**src/rtl/uart_tx_code.sv**
```systemverilog
// rtl/uart_tx_code.sv - UART transmitter, 8N1/8N2 framing on a single clock
//
// Ports:
//   clk       system clock, all logic on the rising edge
//   reset     synchronous active-low reset
//   tx_start  frame request, only looked at while idle
//   tx_data   byte to send, captured on the accepted tx_start edge
//   tx        serial line, idles high
//   tx_busy   high while a frame is in progress
//   tx_done   one-cycle pulse after the last stop bit
module uart_tx_code #(
  parameter int CLKS_PER_BIT = 8000,
  parameter int STOP_BITS    = 1
) (
  input  logic       clk,
  input  logic       reset,
  input  logic       tx_start,
  input  logic [7:0] tx_data,
  output logic       tx,
  output logic       tx_busy,
  output logic       tx_done
);

  localparam int TW = (CLKS_PER_BIT > 1) ? $clog2(CLKS_PER_BIT) : 1;
  localparam logic [TW-1:0] TIMER_LAST = TW'(CLKS_PER_BIT - 1);
  localparam logic [2:0]    DATA_LAST  = 3'd7;
  localparam logic [2:0]    STOP_LAST  = 3'(STOP_BITS - 1);

  typedef enum logic [1:0] {
    S_IDLE,
    S_START,
    S_DATA,
    S_STOP
  } state_t;

  state_t        r_state, w_state_nxt;
  logic [TW-1:0] r_timer, w_timer_nxt;
  logic [2:0]    r_index, w_index_nxt;
  logic [7:0]    r_shift, w_shift_nxt;
  logic          r_tx,    w_tx_nxt;
  logic          r_busy,  w_busy_nxt;
  logic          r_done,  w_done_nxt;
  logic          w_bit_end;

  assign w_bit_end = (r_timer == TIMER_LAST);

  // Next-state logic. Output registers are loaded with the value that the
  // *next* state drives, so tx/busy/done change on the same edge as the state.
  always_comb begin
    w_state_nxt = r_state;
    w_timer_nxt = r_timer;
    w_index_nxt = r_index;
    w_shift_nxt = r_shift;
    w_tx_nxt    = r_tx;
    w_busy_nxt  = r_busy;
    w_done_nxt  = 1'b0;

    case (r_state)
      S_IDLE: begin
        w_tx_nxt    = 1'b1;
        w_busy_nxt  = 1'b0;
        w_timer_nxt = '0;
        w_index_nxt = '0;
        if (tx_start) begin
          w_shift_nxt = tx_data;
          w_state_nxt = S_START;
          w_tx_nxt    = 1'b0;
          w_busy_nxt  = 1'b1;
        end
      end

      S_START: begin
        if (w_bit_end) begin
          w_timer_nxt = '0;
          w_index_nxt = '0;
          w_state_nxt = S_DATA;
          w_tx_nxt    = r_shift[0];
        end else begin
          w_timer_nxt = r_timer + TW'(1);
        end
      end

      S_DATA: begin
        if (w_bit_end) begin
          w_timer_nxt = '0;
          w_shift_nxt = {1'b0, r_shift[7:1]};
          if (r_index == DATA_LAST) begin
            w_index_nxt = '0;
            w_state_nxt = S_STOP;
            w_tx_nxt    = 1'b1;
          end else begin
            w_index_nxt = r_index + 3'd1;
            // r_shift[1] becomes shift[0] after this edge's shift
            w_tx_nxt    = r_shift[1];
          end
        end else begin
          w_timer_nxt = r_timer + TW'(1);
        end
      end

      S_STOP: begin
        w_tx_nxt = 1'b1;
        if (w_bit_end) begin
          w_timer_nxt = '0;
          if (r_index == STOP_LAST) begin
            w_index_nxt = '0;
            w_state_nxt = S_IDLE;
            w_busy_nxt  = 1'b0;
            w_done_nxt  = 1'b1;
          end else begin
            w_index_nxt = r_index + 3'd1;
          end
        end else begin
          w_timer_nxt = r_timer + TW'(1);
        end
      end

      default: begin
        w_state_nxt = S_IDLE;
        w_tx_nxt    = 1'b1;
        w_busy_nxt  = 1'b0;
        w_timer_nxt = '0;
        w_index_nxt = '0;
      end
    endcase
  end

  always_ff @(posedge clk) begin
    if (!reset) begin
      r_state <= S_IDLE;
      r_timer <= '0;
      r_index <= '0;
      r_shift <= '0;
      r_tx    <= 1'b1;
      r_busy  <= 1'b0;
      r_done  <= 1'b0;
    end else begin
      r_state <= w_state_nxt;
      r_timer <= w_timer_nxt;
      r_index <= w_index_nxt;
      r_shift <= w_shift_nxt;
      r_tx    <= w_tx_nxt;
      r_busy  <= w_busy_nxt;
      r_done  <= w_done_nxt;
    end
  end

  assign tx      = r_tx;
  assign tx_busy = r_busy;
  assign tx_done = r_done;

endmodule
```
**config.mk**
```make
export PLATFORM = sky130hd
export DESIGN_NAME = uart_tx_code
export DESIGN_NICKNAME = d
export VERILOG_FILES = /design/src/rtl/uart_tx_code.sv
export SDC_FILE = /design/constraint.sdc
export NUM_CORES = 1
export LEC_CHECK = 0
export ABC_AREA = 1
export CELL_PAD_IN_SITES_DETAIL_PLACEMENT = 0
export CELL_PAD_IN_SITES_GLOBAL_PLACEMENT = 1
export CORE_UTILIZATION = 44
export DETAILED_ROUTE_END_ITERATION = 7
export PLACE_DENSITY = 0.92
export SKIP_CTS_REPAIR_TIMING = 1
export SYNTH_ARGS = -nofsm -noshare
export SYNTH_HDL_FRONTEND = slang
export SYNTH_SLANG_ARGS = --single-unit
export TNS_END_PERCENT = 50
```
**constraint.sdc**
```tcl
create_clock -name clk -period 3.5 [get_ports clk]
set_input_delay 0.35 -clock clk [delete_from_list [all_inputs] [get_ports clk]]
set_output_delay 0.35 -clock clk [all_outputs]
set_load 0.02 [all_outputs]
```
==> run_results.csv, run 1 <==
group,metric,value,unit
global_route,grtUsageTotal,0.164,
logic_synthesis,synth_xor_xnor_area_share,0.0399,
finish,num-fill-cells,342,
pwr,p_int,662,uW
setup_path,reg2regPathDepth,7,
clock_tree,cts.sinks,29,
setup_path,rrSetupSlack,1100,ps
hold_path,holdCritPathClass,"flop to flop",
finish,fin_util,0.521,
floorplan,initial_utilization,0.461,
setup_path,required,3720,ps
logic_synthesis,synth-seq-cells,29,
route,drcViolationCount,0,
route,routed_wl,2680,um
logic_synthesis,synthCells,203,
pwr,p_clk_frac,0.177,
global_route,grt_pass1_vias,1072,
run,cap_violations,0,
logic_synthesis,syn_area,1540,um^2
clock_tree,clkLatencyLatePin,320,ps
global_route,antenna_found_initial,0,
timing,setup_viol,0,
logic_synthesis,synth_top_family_by_area,"simple AND/OR/NAND/NOR gates",
finish,final_cell_mix,"nor2_1, nand2_1, dfxtp_1",
placement,place_area,1680,um^2
route,final_antenna_net_count,0,
pwr,p_sw,437,uW
logic_synthesis,synth_nets,223,
setup_path,crit_path_end_kind,"flop",
route,drtIter0Drc,74,
outcome,status,"finished clean",
finish,final_cells,265,
logic_synthesis,syn-mean-instance-area,7.57,um^2
floorplan,die_w,61.1,um
floorplan,ios,14,
clock_tree,cts-buffers-inserted,5,
floorplan,die-area,3740,um^2
pwr,power.density,632,nW/um^2
timing,finClkSkew,7.81,ps
route,num_vias,1269,
timing,min_period,2400,ps
placement,place_inst,257,
logic_synthesis,ys_seq_area_frac,0.378,
timing,hold_viol,0,
timing,rsz0062_at_grt,"no",
pwr,p_sw_frac,0.398,
clock_tree,clockRootBuffer,"clkbuf_4",
logic_synthesis,synthAdderAreaFrac,0.0732,
finish,fin_nets,238,
pwr,ir_drop,323,uV
timing,drv_slew,0,
finish,layout-drive-gt1-share,0.0731,
pwr,power.share.combinational,0.423,
clock_tree,cts_tree,"built",
hold_path,worstHoldPathCells,1,
placement,gp_congestion,0.721,
logic_synthesis,yosysWarnings,0,
logic_synthesis,synth_cell_types,30,
setup_path,critPathLaunchType,"flop",
floorplan,rows,21,
setup_path,crit_chain,"inv_1 > ha_1 > nor2_1 > nor2_1 > nand3_1 > nand2_1 > nor2_1",
finish,antenna-diode-count,0,
clock_tree,cts_buffer_depth,2,
timing,tightest_slew,916,ps
route,viasPerCell,4.79,
floorplan,fp.dieH,61.1,um
timing,max_freq,0.417,GHz
route,drt_pass1_iterations,4,
clock_tree,clkTransAtPathRegs,100,ps
route,avgRoutedWirePerCell,10.1,um
placement,portBuffers,13,
logic_synthesis,synthSimpleGateAreaFrac,0.294,
timing,maxSlewHeadroom,0.387,
global_route,grt_pass1_wl,4400,um
global_route,grt_start_max_net_pins,17,
timing,fin_crit_sh,0.685,
clock_tree,ctsHtreeMaxLevel,2,
logic_synthesis,muxShareOfSynthArea,0.0456,
finish,final_common_cell,"nor2_1",
setup_path,crit_type,"flop to flop",
floorplan,core,3340,um^2
global_route,grt.overflow.total,0,
setup_path,crit_top_cell,"nor2_1",
setup_path,cp_slowest_cell,"nor2_1",
logic_synthesis,synth-compound-area-share,0.0911,
finish,fin_area,1740,um^2
setup_path,crit_fanout,16,
setup_path,max_stage_delay,740,ps
finish,area_growth,13.0,%
timing,finalSetupTns,0,ps
pwr,p_seq_frac,0.400,
placement,dp_hpwl,1930,um
pwr,p_leak,0.711,nW
setup_path,cp.arrival,2610,ps
==> layer usage <==
layer	track usage	routed length, um	up-vias
met2	0.256	1230	19
met1	0.197	1310	565
li1	-	-	680
met4	0.0584	39	0
met5	0	0	-
met3	0.0756	93	5
==> power groups by stage <==
stage / combinational [mW] / clock (mW) / sequential, mW
after global placement: 0.464 / 0 / 0.445
after CTS: 0.468 / 0.205 / 0.439
after global routing: 0.528 / 0.219 / 0.447
after floorplan: 0.390 / 0 / 0.447
after detailed placement: 0.465 / 0 / 0.446
final: 0.465 / 0.195 / 0.439
==> worst paths after layout <==
path,start,end
max,r_state[0],r_shift[3]
min,r_timer[0],r_timer[0]
max reg2reg,r_state[0],r_shift[3]
min reg2reg,r_timer[0],r_timer[0]
==> cell families after synthesis <==
| logic type | after synthesis |
|---|---|
| DFF | 29 |
| and+or+nand+nor | 101 |
| adders and majority gates | 9 |
| buffers and inverters | 25 |
| AOI/OAI and AO/OA | 25 |
| xor gates and xnor gates | 7 |
| muxes | 7 |
==> worst max-delay path, delay by kind of cell (launching register included) <==
family | cells | cell delay (ps)
AND/OR/NAND/NOR | 5 | 1190
adder cells (fa/ha/maj) | 1 | 620
flip-flops | 1 | 360
buffers and inverters | 1 | 120
==> cells in the mapped netlist <==
master	count	area share
nor2_4	1	0.0073
xor2_1	3	0.017
nand4_1	1	0.0041
o211ai_1	1	0.0049
and3_1	1	0.0041
buf_8	1	0.0098
nand3_1	16	0.052
buf_2	2	0.0065
or2_0	1	0.0041
a31oi_1	1	0.0041
nand3_2	1	0.0065
nor2_1	37	0.090
inv_1	19	0.046
o21ai_0	9	0.029
nor4_1	1	0.0041
clkbuf_8	1	0.0089
clkbuf_1	1	0.0024
a21oi_1	13	0.042
mux2i_1	7	0.046
dfxtp_1	29	0.38
buf_4	1	0.0049
nand2_1	36	0.088
xnor2_1	4	0.023
nand2_2	1	0.0041
nor3_1	2	0.0065
ha_1	9	0.073
o21ai_4	1	0.011
nand3_4	1	0.011
nand2_4	1	0.0073
or2_2	1	0.0041
==> cell type report <==
cell class / count / area [um^2] / share of cell area
multi-input cells: 149 / 836 / 0.481
well taps: 46 / 57.6 / 0.0331
repair buffers: 14 / 138 / 0.0792
flip-flops and latches: 29 / 581 / 0.334
clock buffers: 5 / 37.5 / 0.0216
clock inverters: 3 / 17.5 / 0.0101
inverters: 19 / 71.3 / 0.0410
==> per-stage QoR <==
stage / worst slack [ps] / hold slack [ps] / total power, mW
after floorplan: 1900 / 413 / 0.837
after global placement: 1230 / 424 / 0.909
after detailed placement: 1130 / 433 / 0.911
after CTS: 1120 / 451 / 1.11
after global routing: 810 / 462 / 1.19
final: 1100 / 457 / 1.10
==> registers in the layout (all words and copies together), names as in the netlist <==
signal	count
r_state	2
tx_done	1
r_timer	13
r_shift	8
tx_busy	1
tx	1
r_index	3
Note: power is estimated with default switching activity, not from simulation.
==> run 2, diff against run 1 <==
--- a/config.mk
+++ b/config.mk
@@ -8,9 +8,9 @@
 export ABC_AREA = 1
 export CELL_PAD_IN_SITES_DETAIL_PLACEMENT = 0
 export CELL_PAD_IN_SITES_GLOBAL_PLACEMENT = 1
-export CORE_UTILIZATION = 44
+export CORE_UTILIZATION = 41
 export DETAILED_ROUTE_END_ITERATION = 7
-export PLACE_DENSITY = 0.92
+export PLACE_DENSITY = 0.87
 export SKIP_CTS_REPAIR_TIMING = 1
 export SYNTH_ARGS = -nofsm -noshare
 export SYNTH_HDL_FRONTEND = slang
==> constraint.sdc (replaced) <==
create_clock -name clk -period 2.3 [get_ports clk]
set_input_delay 0.23 -clock clk [delete_from_list [all_inputs] [get_ports clk]]
set_output_delay 0.23 -clock clk [all_outputs]
set_load 0.02 [all_outputs]
==> run 2 against run 1 <==
  * Sequential power is 52% higher
  * First-iteration DRC count is 46% lower
  * Register-to-register slack worse by 510 ps
  * Critical path depth up 1
  * Clock power increased to 2.8 times the previous value
  * Via count down 0.87%
  * Critical path type unchanged
  * Largest cell class unchanged
  * Largest power group unchanged
==> run_results.csv, run 2 (synthesis results as in run 1) <==
group,metric,value,unit
clock_tree,clkTransAtPathRegs,60,ps
hold_path,holdCritPathClass,"flop to flop",
finish,fin_util,0.523,
setup_path,required,2470,ps
placement,gp_congestion,0.769,
pwr,power.density,1080,nW/um^2
timing,fin_crit_sh,0.744,
floorplan,die-area,4000,um^2
route,final_antenna_net_count,0,
timing,whs,440,ps
floorplan,rows,21,
timing,min_period,1710,ps
pwr,total_power,1.95,mW
setup_path,cp.arrival,1880,ps
setup_path,path_buf_inv,3,
global_route,grt_util_met3,0.0598,
clock_tree,cts_buffer_depth,2,
clock_tree,cts.sinks,29,
route,drt_pass1_iterations,4,
timing,setup_viol,0,
route,drcViolationCount,0,
route,viasPerCell,4.71,
finish,fin_nets,240,
setup_path,rrSetupSlack,590,ps
floorplan,core,3470,um^2
finish,largest_reg_flops,13,
setup_path,reg2regPathDepth,8,
global_route,antenna_found_initial,0,
clock_tree,cts_tree,"built",
setup_path,cp_slowest_cell,"dfxtp_1",
setup_path,critPathLaunchType,"flop",
setup_path,crit_fanout,13,
floorplan,ios,14,
timing,max_freq,0.585,GHz
global_route,grt.overflow.total,0,
timing,worst_slack,589,ps
timing,finalSetupTns,0,ps
route,avgRoutedWirePerCell,10.8,um
pwr,ir_drop,690,uV
global_route,met1_usage,0.189,
global_route,met2_usage,0.282,
placement,dp_hpwl,2020,um
finish,top_regs,"r_timer (13), r_shift (8), r_index (3)",
outcome,status,"finished clean",
placement,portBuffers,13,
setup_path,crit_path_end_kind,"flop",
setup_path,worstSetupStartpoint,"r_state[0]",
setup_path,r2r_end,"r_state[1]",
global_route,grtUsageTotal,0.164,
finish,layout-drive-gt1-share,0.0769,
global_route,grt_start_max_net_pins,17,
finish,final_cell_mix,"nor2_1, nand2_1, dfxtp_1",
floorplan,initial_utilization,0.443,
clock_tree,clockRootBuffer,"clkbuf_8",
pwr,p_leak,0.749,nW
setup_path,cp.depth,8,
global_route,top_usage_layer,"met2",
route,routed_wl,2880,um
floorplan,fp.dieH,63.2,um
global_route,grt_pass1_vias,1192,
route,drtIter0Drc,40,
finish,final_common_cell,"nor2_1",
setup_path,crit_type,"flop to flop",
finish,top_register,"r_timer",
finish,area_growth,18.0,%
timing,drv_slew,0,
setup_path,critPathCapture,"r_state[1]",
setup_path,crit_chain,"inv_1 > ha_1 > buf_4 > inv_1 > o21ai_0 > nor2_1 > a21oi_1 > nor2_1",
floorplan,die_w,63.2,um
placement,place_ws,652,ps
timing,hold_viol,0,
route,num_vias,1258,
run,cap_violations,0,
clock_tree,cts-buffers-inserted,5,
setup_path,cp_top_family,"compound AO/OA/AOI/OAI gates",
timing,maxSlewHeadroom,0.791,
setup_path,rr_startpoint,"r_state[0]",
setup_path,max_stage_delay,340,ps
timing,tightest_slew,310,ps
timing,finClkSkew,4.80,ps
finish,antenna-diode-count,0,
global_route,grt_pass1_wl,5130,um
clock_tree,ctsHtreeMaxLevel,2,
clock_tree,clkLatencyLatePin,280,ps
timing,rsz0062_at_grt,"no",
-- run 2: cell types whose count changed in the layout (fill, tap and decap cells not counted) --
| cell | previous run | this run |
|---|---|---|
| clkbuf_8 | 0 | 6 |
| clkbuf_4 | 5 | 0 |
| buf_4 | 1 | 3 |
| clkinv_2 | 2 | 0 |
| bufinv_16 | 0 | 1 |
| clkbuf_1 | 0 | 1 |
| clkinvlp_4 | 1 | 0 |
-- run 2: worst min-delay path by stage --
stage / slack (ps) / from / end / cells after the start
floorplan: 350 / reset / r_shift[1] / 2
global placement: 430 / r_timer[0] / r_timer[0] / 1
detailed placement: 430 / r_timer[0] / r_timer[0] / 1
CTS: 440 / r_timer[0] / r_timer[0] / 1
global route: 470 / r_timer[0] / r_timer[0] / 1
finish: 440 / r_timer[0] / r_timer[0] / 1
-- run 2: per-layer routing --
layer  wire length (um)  up-vias
li1                   -      684
met1               1390      558
met2               1410       14
met3                 76        2
met4                  9        0
met5                  0        -
-- run 2: area by class of cell --
| cell class | count | area, um^2 |
|---|---|---|
| Clock inverter | 1 | 30.0 |
| Multi-Input combinational cell | 149 | 836 |
| Sequential cell | 29 | 581 |
| Timing Repair Buffer | 16 | 153 |
| Clock buffer | 7 | 86.3 |
| Fill cell | 346 | 1650 |
| Inverter | 19 | 71.3 |
| Tap cell | 46 | 57.6 |
-- run 2: worst register-to-register path, stage by stage (launching register included) --
cell	delay [ps]
dfxtp_1	340
inv_1	110
ha_1	190
buf_4	240
inv_1	80
o21ai_0	290
nor2_1	140
a21oi_1	160
nor2_1	60
-- run 2: where the power goes --
group	switching, mW	internal, mW	total [mW]
clock network	0.191	0.353	0.543
registers	0.0629	0.605	0.668
logic	0.434	0.306	0.740
total	0.688	1.26	1.95
-- run 2: per-stage QoR --
| step | cells | area [um^2] |
|---|---|---|
| 6_report | 267 | 1810 |
| 5_1_grt | 267 | 1810 |
| 4_1_cts | 267 | 1810 |
| 2_1_floorplan | 203 | 1540 |
| 3_5_place_dp | 259 | 1700 |
| 3_3_place_gp | 259 | 1700 |
==> run 3, diff against run 2 <==
--- a/config.mk
+++ b/config.mk
@@ -8,9 +8,9 @@
 export ABC_AREA = 1
 export CELL_PAD_IN_SITES_DETAIL_PLACEMENT = 0
 export CELL_PAD_IN_SITES_GLOBAL_PLACEMENT = 1
-export CORE_UTILIZATION = 41
+export CORE_UTILIZATION = 37
 export DETAILED_ROUTE_END_ITERATION = 7
-export PLACE_DENSITY = 0.87
+export PLACE_DENSITY = 0.84
 export SKIP_CTS_REPAIR_TIMING = 1
 export SYNTH_ARGS = -nofsm -noshare
 export SYNTH_HDL_FRONTEND = slang
==> constraint.sdc (replaced) <==
create_clock -name clk -period 1.4 [get_ports clk]
set_input_delay 0.14 -clock clk [delete_from_list [all_inputs] [get_ports clk]]
set_output_delay 0.14 -clock clk [all_outputs]
set_load 0.02 [all_outputs]
==> run 3 against run 2 <==
  * The run now ends with setup timing left
  * Fmax grew 20%
  * Utilization grew 0.27 points
  * Wire length grew 11%
  * Total power grew 79%
  * Combinational power grew 120%
  * Sequential share of layout area shrank 4.2 points
  * Worst hold slack gained 44 ps
  * Flip-flop and latch count is the same
  * Critical path type unchanged
  * Largest power group unchanged
  * Highest routed layer unchanged
==> run_results.csv, run 3 (synthesis results as in run 1) <==
group,metric,value,unit
floorplan,die-area,4420,um^2
finish,fin_util,0.526,
clock_tree,clkLatencyLatePin,280,ps
timing,whs,484,ps
global_route,grt_pass1_wl,5040,um
floorplan,ios,14,
placement,place_ws,-82.0,ps
clock_tree,clockRootBuffer,"clkbuf_8",
pwr,p_leak,0.892,nW
clock_tree,cts.sinks,29,
clock_tree,ctsHtreeMaxLevel,2,
setup_path,r2r_end,"r_state[0]",
setup_path,crit_type,"flop to flop",
timing,tightest_slew,243,ps
finish,area_growth,36.8,%
timing,fin_crit_sh,1.02,
pwr,total_power,3.50,mW
finish,fin_area,2100,um^2
pwr,power.share.combinational,0.459,
floorplan,rows,23,
setup_path,required,1610,ps
clock_tree,cts_tree,"built",
route,drt_pass1_iterations,4,
placement,place_area,1890,um^2
global_route,grt.overflow.total,0,
route,viasPerCell,4.68,
clock_tree,cts-buffers-inserted,5,
placement,portBuffers,13,
setup_path,cp.arrival,1630,ps
timing,maxSlewHeadroom,0.838,
outcome,violations,"setup timing",
finish,num-fill-cells,396,
finish,largest_reg_flops,13,
setup_path,critPathLaunchType,"flop",
pwr,p_clk_frac,0.220,
timing,setup_viol,2,
setup_path,reg2regPathDepth,6,
pwr,power.density,1660,nW/um^2
hold_path,holdCritStartpoint,"r_shift[2]",
setup_path,rrSetupSlack,-20,ps
timing,drv_slew,0,
setup_path,crit_path_end_kind,"flop",
floorplan,fp.dieH,66.5,um
route,final_antenna_net_count,0,
clock_tree,cts_buffer_depth,2,
finish,layout-drive-gt1-share,0.261,
finish,final_cell_mix,"nand2_1, nor2_1, dfxtp_1",
timing,min_period,1420,ps
pwr,ir_drop,998,uV
global_route,grt_start_max_net_pins,17,
clock_tree,clkTransAtPathRegs,60,ps
route,num_vias,1381,
finish,top_register,"r_timer",
route,routed_wl,3200,um
timing,finClkSkew,4.54,ps
route,avgRoutedWirePerCell,10.8,um
finish,top_regs,"r_timer (13), r_shift (8), r_index (3)",
hold_path,holdCritPathClass,"flop to flop",
outcome,status,"complete, but fails checks",
hold_path,whs_endpoint,"r_shift[2]",
route,drtIter0Drc,39,
pwr,p_int,2.20,mW
pwr,p_sw,1.30,mW
placement,gp_congestion,0.774,
global_route,grtUsageTotal,0.155,
global_route,antenna_found_initial,0,
hold_path,worstHoldPathCells,2,
pwr,p_seq_frac,0.321,
timing,hold_viol,0,
timing,rsz0062_at_grt,"yes",
floorplan,die_w,66.5,um
finish,final_common_cell,"nand2_1",
run,cap_violations,0,
placement,dp_hpwl,2210,um
setup_path,rr_startpoint,"r_state[1]",
timing,worst_slack,-22.5,ps
floorplan,core,4000,um^2
finish,fin_nets,264,
setup_path,crit_fanout,5,
pwr,p_sw_frac,0.371,
route,drcViolationCount,0,
floorplan,initial_utilization,0.384,
finish,antenna-diode-count,0,
global_route,grt_pass1_vias,1182,
timing,max_freq,0.703,GHz
==> run 3: worst max path at each step <==
| stage | cells past startpoint | slack (ps) | end | from |
|---|---|---|---|---|
| 2_1_floorplan | 8 | -30 | r_state[0] | r_state[0] |
| 6_report | 6 | -20 | r_state[0] | r_state[1] |
| 4_1_cts | 7 | -100 | r_state[0] | r_state[1] |
| 3_5_place_dp | 7 | -80 | r_state[0] | r_state[1] |
| 5_1_grt | 8 | -80 | r_index[0] | r_timer[0] |
| 3_3_place_gp | 7 | -50 | r_state[1] | r_state[1] |
==> run 3: cell type report <==
cell class | count | area, um^2 | area share
Timing Repair Buffer | 38 | 335 | 0.159
Tap cell | 50 | 62.6 | 0.0297
Clock inverter | 1 | 5.00 | 0.00238
Inverter | 19 | 71.3 | 0.0339
Clock buffer | 7 | 96.3 | 0.0458
Multi-Input combinational cell | 151 | 947 | 0.450
Sequential cell | 29 | 586 | 0.278
==> run 3: per-layer routing <==
layer | global-route usage | share of wire
met3 | 0.0411 | 0.024
met4 | 0.0878 | 0.022
met5 | 0 | 0
met2 | 0.244 | 0.47
met1 | 0.188 | 0.49
==> run 3: stage by stage <==
step | std cells | TNS [ps]
finish | 295 | -28.9
global route | 295 | -1200
CTS | 291 | -625
detailed placement | 283 | -468
global placement | 283 | -388
floorplan | 203 | -72.1
==> run 3: critical path: stages (launching register included) <==
cell,delay [ps]
dfxtp_2,370
inv_2,50
ha_1,180
or2_4,280
o21ai_2,230
a21oi_1,110
nor2_1,130
==> run 3: power groups by stage <==
| stage | sequential, mW | clock (mW) | combinational (mW) |
|---|---|---|---|
| after global placement | 1.12 | 0 | 1.44 |
| after CTS | 1.11 | 0.789 | 1.45 |
| after global routing | 1.14 | 0.820 | 1.77 |
| after detailed placement | 1.13 | 0 | 1.45 |
| after floorplan | 1.13 | 0 | 1.02 |
| final | 1.12 | 0.770 | 1.60 |
==> variant, RTL diff (settings of run 2) <==
Put one more register stage on the output `tx`. The value now appears one clock later. The other outputs are not delayed to match.
--- a/src/rtl/uart_tx_code.sv
+++ b/src/rtl/uart_tx_code.sv
@@ -146,5 +146,7 @@
   end
 
-  assign tx      = r_tx;
+  always_ff @(posedge clk) begin
+    tx <= r_tx;
+  end
   assign tx_busy = r_busy;
   assign tx_done = r_done;
Check against the original RTL: not equivalent (Yosys sat finds a counterexample within 4 cycles, from zero or initial values and one cycle with reset low).
==> variant against run 2 <==
Sequential power grew 4.5%. Area after synthesis grew 2.1%. Sequential cell count grew 1. Routed wire length shrank 2.0%. Power shrank 4.5%. First-iteration DRC count grew 120%. Count of clock-buffer cells in the layout shrank 1. Fmax shrank 6.7%. Setup slack lost 120 ps. Final area grew 0.28%. Clock skew shrank 0.70 ps. Global-route usage shrank 0.12 points. Largest cell class unchanged. Highest routed layer unchanged.
==> variant: results <==
[outcome]
status = finished, final reports clean

[critical_path]
critPathMaxFanout = 16
timing.rr.end = r_shift[5]
worst_ep_arrival_time_ps = 2010
crit_family = simple AND/OR/NAND/NOR gates
reg2reg_slack_ps = 470
reg2regPathDepth = 7
max_stage_delay_ps = 490
crit_path_top_delay_cell = nor2_2

[yosys]
netlist_instances = 208
synth_seq_area_share_pct = 38.2
yosys.area_share.adder_pct = 7.17
synthMuxAreaShare_pct = 4.46
synth_cell_types = 27
synth_xor_xnor_area_share_pct = 1.12
synth_ff_type = dfxtp_1
yosys-top-cells-area = dfxtp_1, nand2_1, nor2_1
ys_top_cells_by_count = nand2_1, nor2_1, dfxtp_1, inv_1, nand3_1
synth-compound-area-share_pct = 8.21
syn_nets = 228
netlist.area_leader.share_pct = 38.2

[placement]
post-place-ws_ps = 497
placed_cell_area_sq_um = 1720
hpwl_mm = 2.05
place_congestion = 0.813

[sta]
fin_worst_skew_ps = 4.10
hold_slack_ps = 349
worstMarginPinSlew_ps = 585

[grt]
first_global_vias = 1211
grt_first_pass_wirelength_mm = 5.15
grtUsageTotal_pct = 16.2

[hold_path]
min_from = r_tx
whs_endpoint = tx
hold_depth = 0
hold_path_class = reg -> reg

[final_layout]
finalNonFillerCells = 274
final_layout_size_suffix_gt1_share_pct = 8.41
fillers = 377
nets = 245
area_delta_synth_final_pct = 15.9

[power_and_ir_drop]
vdd_drop_max_v = 0.000448
power_leakage_nw = 0.770

[routing]
ant_nets = 0
vias_per_cell = 4.69
drt_iter0_drc = 88
wirelength_mm = 2.82
==> variant: changes by cell type after synthesis, sizes merged, moves of 2 or more <==
cell	run 2	this run
inv	19	23
nand3	18	21
nor3b	0	3
o21ai	10	8
xnor2	4	0
==> variant: worst max-delay path by stage <==
stage / slack (ps) / to / startpoint / depth (start not counted)
2_1_floorplan: 760 / r_state[0] / r_state[0] / 7
3_3_place_gp: 550 / r_shift[6] / r_state[0] / 7
3_5_place_dp: 500 / r_shift[5] / r_state[0] / 7
4_1_cts: 490 / r_shift[5] / r_state[0] / 7
5_1_grt: 220 / r_shift[1] / r_state[0] / 7
6_report: 470 / r_shift[5] / r_state[0] / 7
==> variant: report_power, final <==
| part | internal [mW] | switching (mW) | leakage, nW |
|---|---|---|---|
| combinational | 0.296 | 0.428 | 0.477 |
| sequential | 0.632 | 0.0665 | 0.246 |
| clock | 0.240 | 0.200 | 0.0472 |
==> variant: worst register-to-register path, stage by stage (launching register included) <==
cell     delay (ps)
dfxtp_1         340
inv_1           110
ha_1            380
nor2_1          130
nor2_2          490
nand3_1         150
nand2_1          90
nor2_1           40
==> variant: routing by layer <==
layer / global-route usage (%) / up-vias / part of all wire [%] / wire length [microns]
met5: 0 / - / 0 / 0
met4: 10.2 / 0 / 2.4 / 68
met3: 3.75 / 7 / 3.2 / 91
met2: 25.9 / 20 / 46 / 1290
met1: 19.5 / 560 / 49 / 1380
li1: - / 698 / - / -
==> variant: area by class of cell <==
cell class / count / area share [%]
clock buffers: 6 / 4.54
flip-flops and latches: 30 / 33.0
repair buffers: 15 / 7.98
well taps: 48 / 3.30
inverters: 23 / 4.75
clock inverters: 2 / 0.688
multi-input cells: 150 / 45.7
